===== src/rtl/pll_rstseq_pkg.sv =====
// Shared types and constants for the PLL reset sequencer.
package pll_rstseq_pkg;

    localparam int unsigned RETRY_W = 4;

    typedef logic [RETRY_W-1:0] retry_t;

    typedef enum logic [4:0] {
        PLL_RST   = 5'b00001,
        WAIT_LOCK = 5'b00010,
        STABLE    = 5'b00100,
        RUN       = 5'b01000,
        FAULT     = 5'b10000
    } state_t;

    function automatic int unsigned max_u(input int unsigned a, input int unsigned b);
        return (a > b) ? a : b;
    endfunction

endpackage


===== src/rtl/pll_reset_sequencer_sync_2ff.sv =====
// Generic two-flop synchronizer with synchronous active-high clear.
module sync_2ff #(
    parameter int unsigned WIDTH = 1
) (
    input  logic             clk,
    input  logic             clear,
    input  logic [WIDTH-1:0] d,
    output logic [WIDTH-1:0] q
);

    logic [WIDTH-1:0] meta;

    // Two-stage capture of the asynchronous input; clear empties both stages.
    always_ff @(posedge clk) begin
        if (clear) begin
            meta <= '0;
            q    <= '0;
        end else begin
            meta <= d;
            q    <= meta;
        end
    end

endmodule


===== src/rtl/pll_reset_sequencer.sv =====
// PLL reset/lock sequencer: pulses the PLL reset, waits for a stable lock,
// then releases the system reset. Retries on timeout or lock loss and latches
// a fault once the retry budget is spent.
// Optional feature: define PLL_RSTSEQ_LOSS_FILTER_EN to require a persistent
// lock dropout (LOSS_FILTER_CYCLES) in RUN before declaring loss.
module pll_reset_sequencer
    import pll_rstseq_pkg::*;
#(
    parameter int unsigned PLL_RESET_CYCLES    = 16,
    parameter int unsigned LOCK_STABLE_CYCLES  = 1024,
    parameter int unsigned LOCK_TIMEOUT_CYCLES = 65536,
    parameter int unsigned MAX_RETRIES         = 4,
    parameter int unsigned LOSS_FILTER_CYCLES  = 4
) (
    input  logic               clk,
    input  logic               reset,
    input  logic               pll_locked,
    output logic               pll_resetn,
    output logic               sys_reset,
    output logic               ready,
    output logic               fault,
    output logic [RETRY_W-1:0] retry_count
);

    localparam int unsigned CNT_MAX = max_u(max_u(PLL_RESET_CYCLES, LOCK_STABLE_CYCLES),
                                            max_u(LOCK_TIMEOUT_CYCLES, LOSS_FILTER_CYCLES));
    localparam int unsigned CNT_W   = $clog2(CNT_MAX) + 1;

    typedef logic [CNT_W-1:0] cnt_t;

    localparam cnt_t   RST_LAST  = cnt_t'(PLL_RESET_CYCLES - 1);
    localparam cnt_t   TMO_LAST  = cnt_t'(LOCK_TIMEOUT_CYCLES - 1);
    localparam cnt_t   STB_DONE  = cnt_t'(LOCK_STABLE_CYCLES);
    localparam retry_t RETRY_MAX = retry_t'(MAX_RETRIES);
`ifdef PLL_RSTSEQ_LOSS_FILTER_EN
    localparam cnt_t   LOSS_LAST = cnt_t'(LOSS_FILTER_CYCLES - 1);
`endif

    state_t state, state_nx;
    cnt_t   cnt, cnt_nx;
    retry_t retry_nx;
    logic   locked_s;
    logic   fail;
    logic   run_hold;

    sync_2ff #(.WIDTH(1)) u_lock_sync (
        .clk   (clk),
        .clear (reset),
        .d     (pll_locked),
        .q     (locked_s)
    );

    // Next-state, shared counter and retry bookkeeping.
    always_comb begin
        state_nx = state;
        cnt_nx   = cnt;
        retry_nx = retry_count;
        fail     = 1'b0;
        case (state)
            PLL_RST: begin
                if (cnt == RST_LAST) begin
                    state_nx = WAIT_LOCK;
                    cnt_nx   = '0;
                end else begin
                    cnt_nx = cnt + cnt_t'(1);
                end
            end
            WAIT_LOCK: begin
                // Lock has priority over a coincident timeout.
                if (locked_s) begin
                    state_nx = STABLE;
                    cnt_nx   = cnt_t'(1);
                end else if (cnt == TMO_LAST) begin
                    fail = 1'b1;
                end else begin
                    cnt_nx = cnt + cnt_t'(1);
                end
            end
            STABLE: begin
                if (!locked_s) begin
                    state_nx = WAIT_LOCK;
                    cnt_nx   = '0;
                end else if (cnt == STB_DONE) begin
                    state_nx = RUN;
                    cnt_nx   = '0;
                end else begin
                    cnt_nx = cnt + cnt_t'(1);
                end
            end
            RUN: begin
`ifdef PLL_RSTSEQ_LOSS_FILTER_EN
                // Counter tracks consecutive unlocked samples while running.
                if (locked_s) begin
                    cnt_nx = '0;
                end else if (cnt == LOSS_LAST) begin
                    fail = 1'b1;
                end else begin
                    cnt_nx = cnt + cnt_t'(1);
                end
`else
                if (!locked_s) begin
                    fail = 1'b1;
                end
`endif
            end
            FAULT: begin
                state_nx = FAULT;
            end
            default: begin
                state_nx = PLL_RST;
                cnt_nx   = '0;
            end
        endcase

        if (fail) begin
            retry_nx = retry_count + retry_t'(1);
            cnt_nx   = '0;
            state_nx = (retry_nx == RETRY_MAX) ? FAULT : PLL_RST;
        end
    end

    // Release needs a second RUN cycle with lock still present; leaving RUN
    // reasserts reset on the same edge that exits the state.
    assign run_hold = (state == RUN) && (state_nx == RUN);

    // State register and registered outputs; reset overrides any coincident event.
    always_ff @(posedge clk) begin
        if (reset) begin
            state       <= PLL_RST;
            cnt         <= '0;
            retry_count <= '0;
            pll_resetn  <= 1'b0;
            sys_reset   <= 1'b1;
            ready       <= 1'b0;
            fault       <= 1'b0;
        end else begin
            state       <= state_nx;
            cnt         <= cnt_nx;
            retry_count <= retry_nx;
            pll_resetn  <= (state_nx inside {WAIT_LOCK, STABLE, RUN});
            sys_reset   <= !run_hold;
            ready       <= run_hold;
            fault       <= (state_nx == FAULT);
        end
    end

endmodule


===== config.mk =====
export PLATFORM = sky130hd
export DESIGN_NAME = pll_reset_sequencer
export DESIGN_NICKNAME = d
export VERILOG_FILES = /design/src/rtl/pll_rstseq_pkg.sv /design/src/rtl/pll_reset_sequencer_sync_2ff.sv /design/src/rtl/pll_reset_sequencer.sv
export SDC_FILE = /design/constraint.sdc
export NUM_CORES = 1
export LEC_CHECK = 0
export CORE_ASPECT_RATIO = 1.5
export CORE_MARGIN = 2
export CORE_UTILIZATION = 50
export DETAILED_ROUTE_END_ITERATION = 10
export MAX_ROUTING_LAYER = met4
export PLACE_DENSITY = 0.73
export RECOVER_POWER = 100
export SLEW_MARGIN = 10
export SYNTH_ARGS = -nofsm -noshare
export SYNTH_HDL_FRONTEND = slang
export SYNTH_HIERARCHICAL = 1
export SYNTH_SLANG_ARGS = --single-unit

===== constraint.sdc =====
create_clock -name clk -period 4.25 [get_ports clk]
set_input_delay 0.85 -clock clk [delete_from_list [all_inputs] [get_ports clk]]
set_output_delay 0.85 -clock clk [all_outputs]
set_load 0.01 [all_outputs]

### After elaboration in Yosys (flattened, before gate mapping)

Index checks and enable logic that the tools add are counted.

| storage, ports and cells | value |
|---|---|
| bits in registers | 32 |
| latch bits | 0 |
| bits in writable memories | 0 |
| ROM bits | 0 |
| bits of input ports | 3 |
| output and inout port bits | 8 |
| word-level logic and storage cells | 49 |
| memories kept | 0 |

| cells by class | value |
|---|---|
| add/subtract/negate cells | 2 |
| multiply operators | 0 |
| div/mod/pow operators | 0 |
| magnitude comparators | 0 |
| eq/ne operators | 14 |
| shift-type cells | 0 |
| mux-type cells | 17 |
| bitwise operators | 1 |
| reductions and logical operators | 6 |

Operators with widths:

| kind | number |
|---|---|
| 2-to-1 mux 17 bit | 5 |
| one-hot mux 17 bit (4 select lines) | 1 |
| 2-to-1 mux 5 bit | 6 |
| one-hot mux 5 bit (5 select lines) | 1 |
| adder 17 x 1 -> 17 bit, second input constant | 1 |
| == test 17 x 11 -> 1 bit, second input constant | 1 |
| == test 17 x 16 -> 1 bit, second input constant | 1 |
| == test 17 x 4 -> 1 bit, second input constant | 1 |
| == test 5 x 2 -> 1 bit, second input constant | 2 |
| == test 5 x 3 -> 1 bit, second input constant | 2 |
| == test 5 x 4 -> 1 bit, second input constant | 2 |
| == test 5 bit, second input constant | 2 |
| == test 5 x 1 -> 1 bit, second input constant | 1 |
| adder 4 x 1 -> 4 bit, second input constant | 1 |
| == test 4 x 3 -> 1 bit, second input constant | 1 |
| OR reduction 2 bit | 2 |
| 2-to-1 mux 1 bit | 3 |
| != test 3 x 2 -> 1 bit, second input constant | 1 |
| nonzero test 3 bit | 1 |
| one-hot mux 1 bit (2 select lines) | 1 |
| AND reduction 2 bit | 1 |
| logical AND 1 bit | 1 |
| zero test 1 bit | 1 |
| NOT 1 bit | 1 |

### Logic depth before layout (Yosys ltp)

Gate-level depths: netlist of the first run.

| logic depth | value |
|---|---|
| depth after elaboration | 8 |
| depth in mapped cells | 12 |
| gate-level depth less buffers | 11 |

### Cells and area by module

The synthesis of the first run kept the hierarchy.

Modules (own cells, without submodules):

| module | times used | cells each | area an instance (µm²) | seq. area each (µm²) |
|---|---|---|---|---|
| pll_reset_sequencer | 1 | 203 | 1689.1 | 600.6 |
| sync_2ff | 1 | 4 | 52.6 | 40.0 |

### Worst setup path before layout of the first run

No wires, ideal clock.

| timing | value |
|---|---|
| kind | reg-to-reg |
| from | reg cnt[0] |
| to | reg cnt[15] |
| library setup time | 125 ps |
| data arrival time | 2360 ps |
| required time | 4125 ps |
| path slack | 1764 ps |
| cell stages (with the launch flop) | 13 |
| path buffers | 1 |
| clock period less this slack | 2486 ps |
| path through | dfxtp_1 ha_1 nand2_1 nor3_1 and3_1 and3_1 ha_1 nor4b_1 a22oi_1 nand2_1 o31ai_4 buf_6 a21oi_1 |

| on the way | value |
|---|---|
| word-level cells in the longest chain between the ends | 5 |
| elaborated cells between the ends (all ways) | 16 |
| those cells by class | 1 x add/sub; 4 x eq/ne; 9 x mux; 2 x reduce/logical |

RTL lines:

| what | line | RTL |
|---|---|---|
| start, declared | pll_reset_sequencer.sv:40 | `cnt_t cnt, cnt_nx;` |
| start signal, assigned | pll_reset_sequencer.sv:138 | `cnt <= cnt_nx;` |
| branches (longest 5 deep; another with adder 17 x 1 -> 17 bit) | - |  |

Parallel ways; which one is timed is not known. The select of a mux whose other input is x is not followed.
A chain may end at the register's enable or synchronous reset.

### Worst setup path after layout of the first run

| timing | value |
|---|---|
| from | reg cnt[0] |
| to | reg cnt[4] |

The elaborated chain is that of the path after synthesis.

==> impl_metrics.tcl, run 1 <==
set metrics [dict create \
    outcome "complete, no violations" \
    grt.total_usage_pct 23.01 \
    top_register "cnt" \
    route.detailed.drc 0 \
    cts_setup_buffers 0 \
    critPathBufInv 1 \
    clkLatencyLatePin_ns 0.28 \
    worst_slew_pin_slew_ns 0.6401 \
    antenna_cells 0 \
    clkPwrFrac_pct 39.9 \
    worstPathMaxFanout 15 \
    required_ns 4.40 \
    wl_microns 4011 \
    async_flop_share_pct 0 \
    powerDensity_mw_per_mm2 283.5 \
    largestRegisters "cnt: 17 flops, state: 5 flops, retry_count: 4 flops" \
    drive_above_1_share_pct 6.047 \
    synth_edf_count 0 \
    max_stage_delay_ns 0.59 \
    setup_viol 0 \
    layout_common_cells "dfxtp_1, nor2_1, nand2_1" \
    clock_path_buffers 2 \
    die_h_microns 76.29 \
    syn_avg_cell_area_sq_um 8.414 \
    vias 1573 \
    syn2layout_area_growth_pct 9.914 \
    p_leak_nw 0.6933 \
    antenna_left 0 \
    drt-initial-drc-count 44 \
    fin_crit_sh_pct 76.22 \
    cp-start-kind "flop" \
    slew_headroom_pct 56.87 \
    cpMaxStageDelayCell "o31ai_4" \
    tns_ns 0 \
    largest_reg_flops 17 \
    drv_cap 0 \
    grt_max_degree 16 \
    cts_hold_buffers 0 \
    cts-resized-gates 0 \
    die-area_sq_mm 0.003981 \
    grt_pass1_wl_microns 6534 \
    port_buffers 10 \
    synth.distinct_cells 44 \
    synth_seq_area_share_pct 36.78 \
    overflow 0 \
    rsz0062_at_grt "false" \
    start_util_pct 51.48 \
    ir_drop_mv 0.2610 \
    fin_util_pct 56.58 \
    ys_ff_latch 32 \
    netlist_area_sq_mm 0.001742 \
    wl_per_cell_microns 15.61 \
    clk_root_buffer_cell "clkbuf_8" \
    finClkSkew_ns 0.004924 \
    synth_top_area_share_pct 36.78 \
    drtPass1Iterations 5 \
    final_nets 222 \
    pwr-share-comb_pct 3.4 \
    synthCells 207 \
    via_per_inst 6.121 \
    cts_tree "built" \
    synth_warnings 6 \
    synth_area_leader_cell "dfxtp_1" \
    clkTransAtPathRegs_ns 0.07 \
    report.final.slew_viol_count 0 \
    fin_crit_ns 3.239 \
    sw_frac_of_total_pct 22.27 \
    syn-num-nets 214 \
    endpoint_kind "flop" \
    ys.flop_type "dfxtp_1" \
    p_total_w 0.0005428 \
    clkSinkCount 32 \
    hold_violations 0 \
    min_path_type "flop to flop" \
    internal-power_w 0.0004219 \
    final_common_cell "dfxtp_1" \
    place.gp.congestion 0.8624 \
    coreArea_sq_mm 0.003383 \
    dieWidth_microns 52.19 \
    criticalPathCategory "flop to flop" \
    htree_levels 2 \
    ioPinCount 11 \
    crit_chain "ha_1 -> nand2_1 -> nor3_1 -> and3_1 -> and3_1 -> ha_1 -> nor4b_1 -> a22oi_1 -> clkbuf_1 -> nand2_1 -> o31ai_4 -> nor2_1" \
    rows 26 \
    numCtsBuffers 5 \
    p_sw_w 0.0001209 \
    power_frac_seq_pct 56.7 \
    fmax_ghz 0.3087 \
    synth_area_leaders "dfxtp_1, xor2_1, nor2_1" \
    crit_family "simple AND/OR/NAND/NOR gates" \
    critPathArrivalTime_ns 3.39 \
    dp_hpwl_microns 3018 \
    antenna_found_initial 0 \
    grt_pass1_vias 1520 \
]
==> power by group through the flow <==
stage	logic [W]	registers [W]	clock network, W
2_1_floorplan	0.0000145	0.000312	0
3_3_place_gp	0.0000179	0.000314	0
3_5_place_dp	0.0000185	0.000314	0
4_1_cts	0.0000187	0.000308	0.000222
5_1_grt	0.0000211	0.000308	0.000238
6_report	0.0000184	0.000308	0.000216
==> synthesized netlist by cell type (2+ instances only) <==
library cell / instances
nor4_4: 2
and2_1: 2
nor3b_1: 2
nand2_1: 16
a41oi_1: 2
dfxtp_1: 32
nor2_1: 21
nor3_1: 5
xnor2_1: 5
nand4_1: 10
or4_1: 3
xor2_1: 10
a211oi_1: 3
ha_1: 4
o2111ai_1: 3
nand3_1: 7
nor2b_1: 5
a31oi_1: 3
buf_1: 3
and3_1: 8
clkbuf_1: 5
or4_4: 2
a21oi_1: 10
nor2_2: 2
inv_1: 12
nand4b_1: 2
o211ai_1: 6
o21ai_0: 6
==> worst paths after layout <==
check	start	end	slack (ns)	cells after the start
setup / recovery	cnt[0]	cnt[4]	1.01	12
hold / removal	u_lock_sync/meta	u_lock_sync/q	0.45	1
setup reg to reg	cnt[0]	cnt[4]	1.01	12
hold reg to reg	u_lock_sync/meta	u_lock_sync/q	0.45	1
==> routing by layer <==
layer	GRT usage [%]	share of wire, %	vias to the layer above
met3	5.098	4.5	19
met1	22.00	37	739
met4	16.67	4.6	0
met2	38.73	54	51
met5	-	0	-
li1	-	-	764
==> worst reg2reg max path: stages (launching register included) <==
cell and delay [ns]:
dfxtp_1 0.35, ha_1 0.24, nand2_1 0.12, nor3_1 0.07, and3_1 0.18, and3_1 0.19
ha_1 0.21, nor4b_1 0.15, a22oi_1 0.17, clkbuf_1 0.46, nand2_1 0.28, o31ai_4 0.59
nor2_1 0.10
==> area by class of cell <==
type | instances | area [sq um]
Timing Repair Buffer | 11 | 103.9
Tap cell | 42 | 52.55
Sequential cell | 32 | 640.6
Multi-Input combinational cell | 153 | 994.7
Clock inverter | 1 | 5.005
Inverter | 12 | 45.04
Clock buffer | 6 | 72.57
Fill cell | 302 | 1469
==> stage by stage <==
step / hold WS (ns) / instances / area, sq um / setup slack [ns]
global placement: 0.4339 / 250 / 1856 / 1.483
finish: 0.4525 / 257 / 1914 / 1.011
floorplan: 0.4138 / 207 / 1742 / 1.764
detailed placement: 0.4380 / 250 / 1856 / 1.364
global route: 0.4770 / 257 / 1914 / 0.7121
CTS: 0.4532 / 257 / 1933 / 1.341
==> cells by family (layout without fill, tap and decap cells) <==
family	after synthesis	count (layout)	synth area share, %
muxes	1	1	0.5747
and+or+nand+nor	92	92	30.32
AOI/OAI and AO/OA	41	41	16.67
adders and majority gates	4	4	2.874
DFF	32	32	36.78
xor gates and xnor gates	15	15	7.543
buffers and inverters	22	30	5.244
Power figures use the tool's default switching activity.
==> run 2, diff against run 1 <==
--- a/config.mk
+++ b/config.mk
@@ -10,7 +10,7 @@
 export CORE_UTILIZATION = 50
 export DETAILED_ROUTE_END_ITERATION = 10
 export MAX_ROUTING_LAYER = met4
-export PLACE_DENSITY = 0.73
+export PLACE_DENSITY = 0.76
 export RECOVER_POWER = 100
 export SLEW_MARGIN = 10
 export SYNTH_ARGS = -nofsm -noshare
==> constraint.sdc (replaced) <==
create_clock -name clk -period 2.7 [get_ports clk]
set_input_delay 0.54 -clock clk [delete_from_list [all_inputs] [get_ports clk]]
set_output_delay 0.54 -clock clk [all_outputs]
set_load 0.01 [all_outputs]
==> run 2 against run 1 <==
- largest cell class unchanged
- sequential share of layout area decreased by 2.1 points
- setup slack got worse by 0.89 ns
- design area increased by 7.5%
- wire length increased by 4.1%
- largest power group unchanged
- final cell count increased by 5.4%
- die area unchanged
- sequential power increased by 57%
- register-to-register slack got worse by 0.89 ns
==> impl_metrics.tcl, run 2 (synthesis results as in run 1) <==
set metrics [dict create \
    ir_drop_mv 0.4191 \
    worst_slew_pin_slew_ns 0.7503 \
    drive_above_1_share_pct 13.97 \
    overflow 0 \
    p_leak_nw 0.7555 \
    ioPinCount 11 \
    layout_common_cells "dfxtp_1, nor2_1, nand2_1" \
    fin_crit_ns 2.582 \
    grt_pass1_vias 1472 \
    start_util_pct 51.48 \
    critPathBufInv 2 \
    htree_levels 2 \
    whs_ns 0.4596 \
    dieWidth_microns 52.19 \
    required_ns 2.83 \
    largest_reg_flops 17 \
    finClkSkew_ns 0.004671 \
    cp-start-kind "flop" \
    cpMaxStageDelayCell "dfxtp_2" \
    crit_chain "ha_4 -> nand2_1 -> nor3_2 -> and3_1 -> and3_1 -> ha_2 -> nor4b_2 -> a22oi_1 -> buf_4 -> buf_4 -> and2_1 -> o211ai_1 -> a21oi_1" \
    clk_root_buffer_cell "clkbuf_8" \
    setup_ws_ns 0.1177 \
    slew_headroom_pct 49.45 \
    clkSinkCount 32 \
    top_register "cnt" \
    grt_pass1_wl_microns 6637 \
    pre_cts_slack_ns 0.06026 \
    vias 1639 \
    hold_violations 0 \
    worstPathMaxFanout 7 \
    via_per_inst 6.048 \
    grt_max_degree 14 \
    rows 26 \
    route.detailed.drc 0 \
    cts_hold_buffers 0 \
    clkTransAtPathRegs_ns 0.06 \
    final_common_cell "dfxtp_1" \
    clkLatencyLatePin_ns 0.28 \
    fmax_ghz 0.3873 \
    drtPass1Iterations 4 \
    antenna_cells 0 \
    criticalPathCategory "flop to flop" \
    fin_crit_sh_pct 95.64 \
    crit_family "simple AND/OR/NAND/NOR gates" \
    powerDensity_mw_per_mm2 435.0 \
    coreArea_sq_mm 0.003383 \
    endpoint_kind "flop" \
    report.final.slew_viol_count 0 \
    dp_hpwl_microns 2882 \
    drv_cap 0 \
    port_buffers 10 \
    place.gp.congestion 0.9226 \
    drt-initial-drc-count 74 \
    setup_viol 0 \
    antenna_left 0 \
    grt.total_usage_pct 22.44 \
    fin_util_pct 60.80 \
    cts_tree "built" \
    numCtsBuffers 5 \
    final_nets 235 \
    syn2layout_area_growth_pct 18.10 \
    largestRegisters "cnt: 17 flops, state: 5 flops, retry_count: 4 flops" \
    clock_path_buffers 2 \
    max_stage_delay_ns 0.36 \
    die-area_sq_mm 0.003981 \
    wl_per_cell_microns 15.40 \
    outcome "complete, no violations" \
    die_h_microns 76.29 \
    wl_microns 4174 \
    min_path_type "flop to flop" \
    critPathArrivalTime_ns 2.71 \
    antenna_found_initial 0 \
]
==> run 2: changes by cell type in the layout (fill, tap and decap cells not counted), sizes merged <==
cell	before	now
buf	0	12
clkbuf	7	10
clkinv	1	0
==> run 2: where the power goes <==
group	total [W]	internal, W	switching, W	leakage (nW)
Clock	0.000377	0.000208	0.000169	0.0455
Sequential	0.000485	0.000478	0.00000691	0.260
Combinational	0.0000329	0.0000143	0.0000186	0.450
==> run 2: what timing repair did <==
item / CTS / global route
resized for setup: 0 / 11
setup endpoints to repair: 0 / 17
setup buffers: 0 / 4
==> run 2: path summary, 6_finish.rpt <==
kind                                  startpoint             to  slack, ns  depth (start not counted)
worst max-delay path                      cnt[0]        cnt[16]       0.12                         13
worst max register to register            cnt[0]        cnt[16]       0.12                         13
worst min register to register  u_lock_sync/meta  u_lock_sync/q       0.46                          1
worst min-delay path            u_lock_sync/meta  u_lock_sync/q       0.46                          1
==> run 2: metrics by stage <==
step	setup TNS [ns]	power, W	cell area (sq um)	instances
2_1_floorplan	0	0.0005146	1742	207
3_3_place_gp	0	0.0005267	1923	259
3_5_place_dp	0	0.0005271	1923	259
4_1_cts	0	0.0009072	2013	267
5_1_grt	-0.08799	0.0009340	2057	271
6_report	0	0.0008948	2057	271
==> run 2: metal layers <==
layer	GRT usage [%]	routed length [microns]
met2	38.35	2244
met5	-	0
met3	5.490	204
met4	9.744	131
met1	23.73	1594
==> run 2: area by class of cell <==
class	count	area, sq um
clock buffer	8	90.09
timing repair buffer	24	197.7
inverter	12	45.04
multi-input combinational	153	1026
tap	42	52.55
sequential	32	645.6
fill	313	1326
==> RTL edit 1 (config.mk and constraints of run 1) <==
Change the parameter `LOCK_TIMEOUT_CYCLES` from 65536 to 16384.
--- a/src/rtl/pll_reset_sequencer.sv
+++ b/src/rtl/pll_reset_sequencer.sv
@@ -9,5 +9,5 @@
     parameter int unsigned PLL_RESET_CYCLES    = 16,
     parameter int unsigned LOCK_STABLE_CYCLES  = 1024,
-    parameter int unsigned LOCK_TIMEOUT_CYCLES = 65536,
+    parameter int unsigned LOCK_TIMEOUT_CYCLES = 16384,
     parameter int unsigned MAX_RETRIES         = 4,
     parameter int unsigned LOSS_FILTER_CYCLES  = 4
Check against the original RTL: same outputs for any inputs over 10 cycles, from zero or initial values and one cycle with reset high; that may be too few to reach the edited logic, so the function may still have changed.
==> RTL edit 1 against run 1 <==
The run now ends with capacitance limit, slew limit left; first-iteration DRC count grew to 2.8 times the old value; routed wire length grew 1.6%; die area shrank 0.67%; clock skew grew 0.0043 ns; cell area grew 1.0%; total power grew 23%; area after synthesis shrank 0.72%; global-route usage grew 0.99 points; sequential cell count shrank 2; final cell count shrank 1.6%; worst setup slack gained 0.17 ns.
==> RTL edit 1: results <==
[cells_and_area]
reg.largest.list = cnt x15, state x5, retry_count x4
sh_seq_area_pct = 31.05
seq_cell_count = 30
multi_input_area_sq_mm = 0.001020
nNetsFinal = 216
final_cells = 253
inv_count = 5
nMultiInputCombCells = 158
regArea_sq_um = 600.6
drive_gt1_share_pct = 8.531
fill_cells = 293

[drt]
vias = 1577
initialDrtViolationCount = 122
routedWlPerCell_um = 16.11
wl_met2_mm = 2.038

[sta]
finalMaxSlewViolations = 15
holdWs_ns = 0.4415
worst_pin_slew_ns = 1.654

[placed_design]
dpl_worst_slack_ns = 1.824
hpwl_mm = 2.923
dpl-instance-area_sq_mm = 0.001815
gp_congestion = 0.9736

[pwr]
seq_power_share_pct = 43.5
comb_power_share_pct = 2.7

[synthesis]
seq_area_frac_synth_pct = 34.73
synth-adder-area-share_pct = 2.171
synthDistinctLibCells = 50
synth-compound-area-share_pct = 17.80
synth-xor-area-share_pct = 6.585

[worst_setup_path]
worstRegToRegCells = 5

[grt]
grtUsageMet3_pct = 6.078
grt_usage_pct = 24.00
grt_start_max_net_pins = 15

[run_status]
failed_checks = capacitance limit, slew limit
status = finished, violations left

[run]
drv_cap = 1
RTL edit 1: changes by cell type in the layout (fill, tap and decap cells not counted), sizes merged, moves of 4 or more:
| cell | delta |
|---|---|
| inv | -7 |
| a21oi | +6 |
| nand2 | -4 |
| o211ai | -5 |
| or3 | +4 |
| and3 | -7 |
RTL edit 1: worst max-delay path by stage:
stage | to | slack, ns | cells after the start
2_1_floorplan | retry_count[3]$_SDFFE_PP0P_ | 2.20 | 7
3_3_place_gp | cnt[5]$_SDFFE_PP0P_ | 1.86 | 4
3_5_place_dp | cnt[4]$_SDFFE_PP0P_ | 1.82 | 4
4_1_cts | retry_count[3]$_SDFFE_PP0P_ | 1.87 | 6
5_1_grt | cnt[2]$_SDFFE_PP0P_ | 0.86 | 5
6_report | cnt[2]$_SDFFE_PP0P_ | 1.18 | 5
RTL edit 1: worst max-delay path, cell delays in order (launching register included):
cell,delay (ns)
dfxtp_1,0.36
or4_4,0.56
nor3_1,0.25
o221ai_1,0.22
o311ai_1,1.38
nor2_1,0.12
==> RTL edit 2 (config.mk and constraints of run 1) <==
Made on the original files. Reset style: asynchronous (`reset`), changed in one clocked block.
--- a/src/rtl/pll_reset_sequencer.sv
+++ b/src/rtl/pll_reset_sequencer.sv
@@ -125,5 +125,5 @@
 
     // State register and registered outputs; reset overrides any coincident event.
-    always_ff @(posedge clk) begin
+    always_ff @(posedge clk or posedge reset) begin
         if (reset) begin
             state       <= PLL_RST;
Check against the original RTL: no difference found for any inputs over 10 cycles, from zero or initial values and one cycle with reset high; that may be too few to reach the edited logic, so the function may still have changed.
==> RTL edit 2 against run 1 <==
Routed wire length is 12% lower; cell area is 1.2% higher; fmax is 11% higher; area after synthesis is 0.50% lower; worst setup slack better by 0.33 ns; die area is 0.47% lower; utilization is 1.3 points higher; sequential cell count stayed put.
Power is not compared: it rests on default switching activity, and its combinational part moved more than twofold at a synthesized area within 25%.
==> RTL edit 2: results <==
[worst_setup_path]
crit_arrival_ns = 3.04
worstPathMaxFanout = 10
cp_top_family = simple AND/OR/NAND/NOR gates
slowest_stage = o2bb2ai_1
slowest_delay_ns = 0.57

[placed_design]
hpwl_mm = 2.632
io_buffers = 10
dpl-instance-area_sq_mm = 0.001858
gp_congestion = 0.8540

[clocking]
ctsHoldBuffers = 0
cts_made_buffers = 5
htree_levels = 2
clockBufferDepth = 2
postCtsSetupBuffers = 0
clk_pin_slew_worst_paths_ns = 0.06
root_buffer = clkbuf_8
cts_resized = 0
clk_latency_ns = 0.29

[drt]
initialDrtViolationCount = 35
first_pass_iters = 4
vias = 1364
routed_wl_mm = 3.522

[synthesis]
synth-async-reset-ratio_pct = 93.75
yosys_warnings = 6
seq_area_frac_synth_pct = 45.78
synthDistinctLibCells = 49
syn_nets = 179
synth_common_cells = dfrtp_1 (28), nor2_1 (20), nand2_1 (14)
yosys.area.top_type = dfrtp_1
synth.area.top_cells = dfrtp_1 (40%), xnor2_1 (4.5%), nor2_1 (4.3%), dfstp_2 (3.0%), nand2_1 (3.0%)

[sta]
worst_pin_slew_ns = 1.041
finalMaxSlewViolations = 0
skew_ns = 0.009782

[min_path]
hp-class = reg -> reg

[grt]
grt_usage_pct = 21.26
grt_start_max_net_pins = 31
grt_pass1_vias = 1347
antenna_found_initial = 0
grt_pass1_wl_mm = 6.182

[pwr]
p_leak_nw = 0.8927
ir_drop_mv = 0.2407

[cells_and_area]
drive_gt1_share_pct = 9.626
fill_cells = 293
reg.largest.list = cnt x17, state x5, retry_count x4
nNetsFinal = 193
diodes = 0

[run_status]
status = finished clean
[RTL edit 2: path summary, 6_finish.rpt]
path                            depth (start not counted)                        start                  endpoint  slack [ns]
worst max-delay path                                   11           cnt[0]$_DFFE_PP0P_       cnt[12]$_DFFE_PP0P_        1.34
worst min-delay path                                    1  u_lock_sync/meta$_SDFF_PP0_  u_lock_sync/q$_SDFF_PP0_        0.44
worst max register to register                         11           cnt[0]$_DFFE_PP0P_       cnt[12]$_DFFE_PP0P_        1.34
worst min register to register                          1  u_lock_sync/meta$_SDFF_PP0_  u_lock_sync/q$_SDFF_PP0_        0.44
max in group asynchronous                               2                        reset        cnt[6]$_DFFE_PP0P_        2.58
min in group asynchronous                               2                        reset           fault$_DFF_PP0_        1.18
[RTL edit 2: final cells by class]
type                       count  share of cell area (%)
timing repair buffer          10                   5.165
clock buffer                   8                   5.165
tap                           42                   2.711
inverter                       8                   1.549
multi-input combinational    129                   44.48
sequential                    32                   40.93
[RTL edit 2: report_power, final]
| group | internal (mW) | switching, mW |
|---|---|---|
| sequential | 0.337 | 0.0390 |
| clock | 0.148 | 0.106 |
| combinational | 0.0897 | 0.112 |
[RTL edit 2: metrics by stage]
step	util (%)	cells	power [mW]	setup slack, ns
finish	57.84	229	0.8311	1.338
detailed placement	55.45	221	0.5943	1.543
CTS	58.44	229	0.8486	1.547
floorplan	-	172	0.5401	1.869
global route	57.84	229	0.8807	0.9652
global placement	55.45	221	0.5869	1.670
[RTL edit 2: metal layers]
metal	vias up	wire [um]	global-route usage, %
met3	11	97	3.725
met1	670	1435	23.10
li1	652	-	-
met4	0	76	9.211
met2	31	1913	36.58
met5	-	0	-
[RTL edit 2: cells by family after synthesis]
group | synth area share, %
compound gates | 12.64
xor+xnor | 7.581
fa+ha+maj | 2.888
buf+inv | 3.321
flops | 45.78
mux | 0.6498
simple gates | 27.15
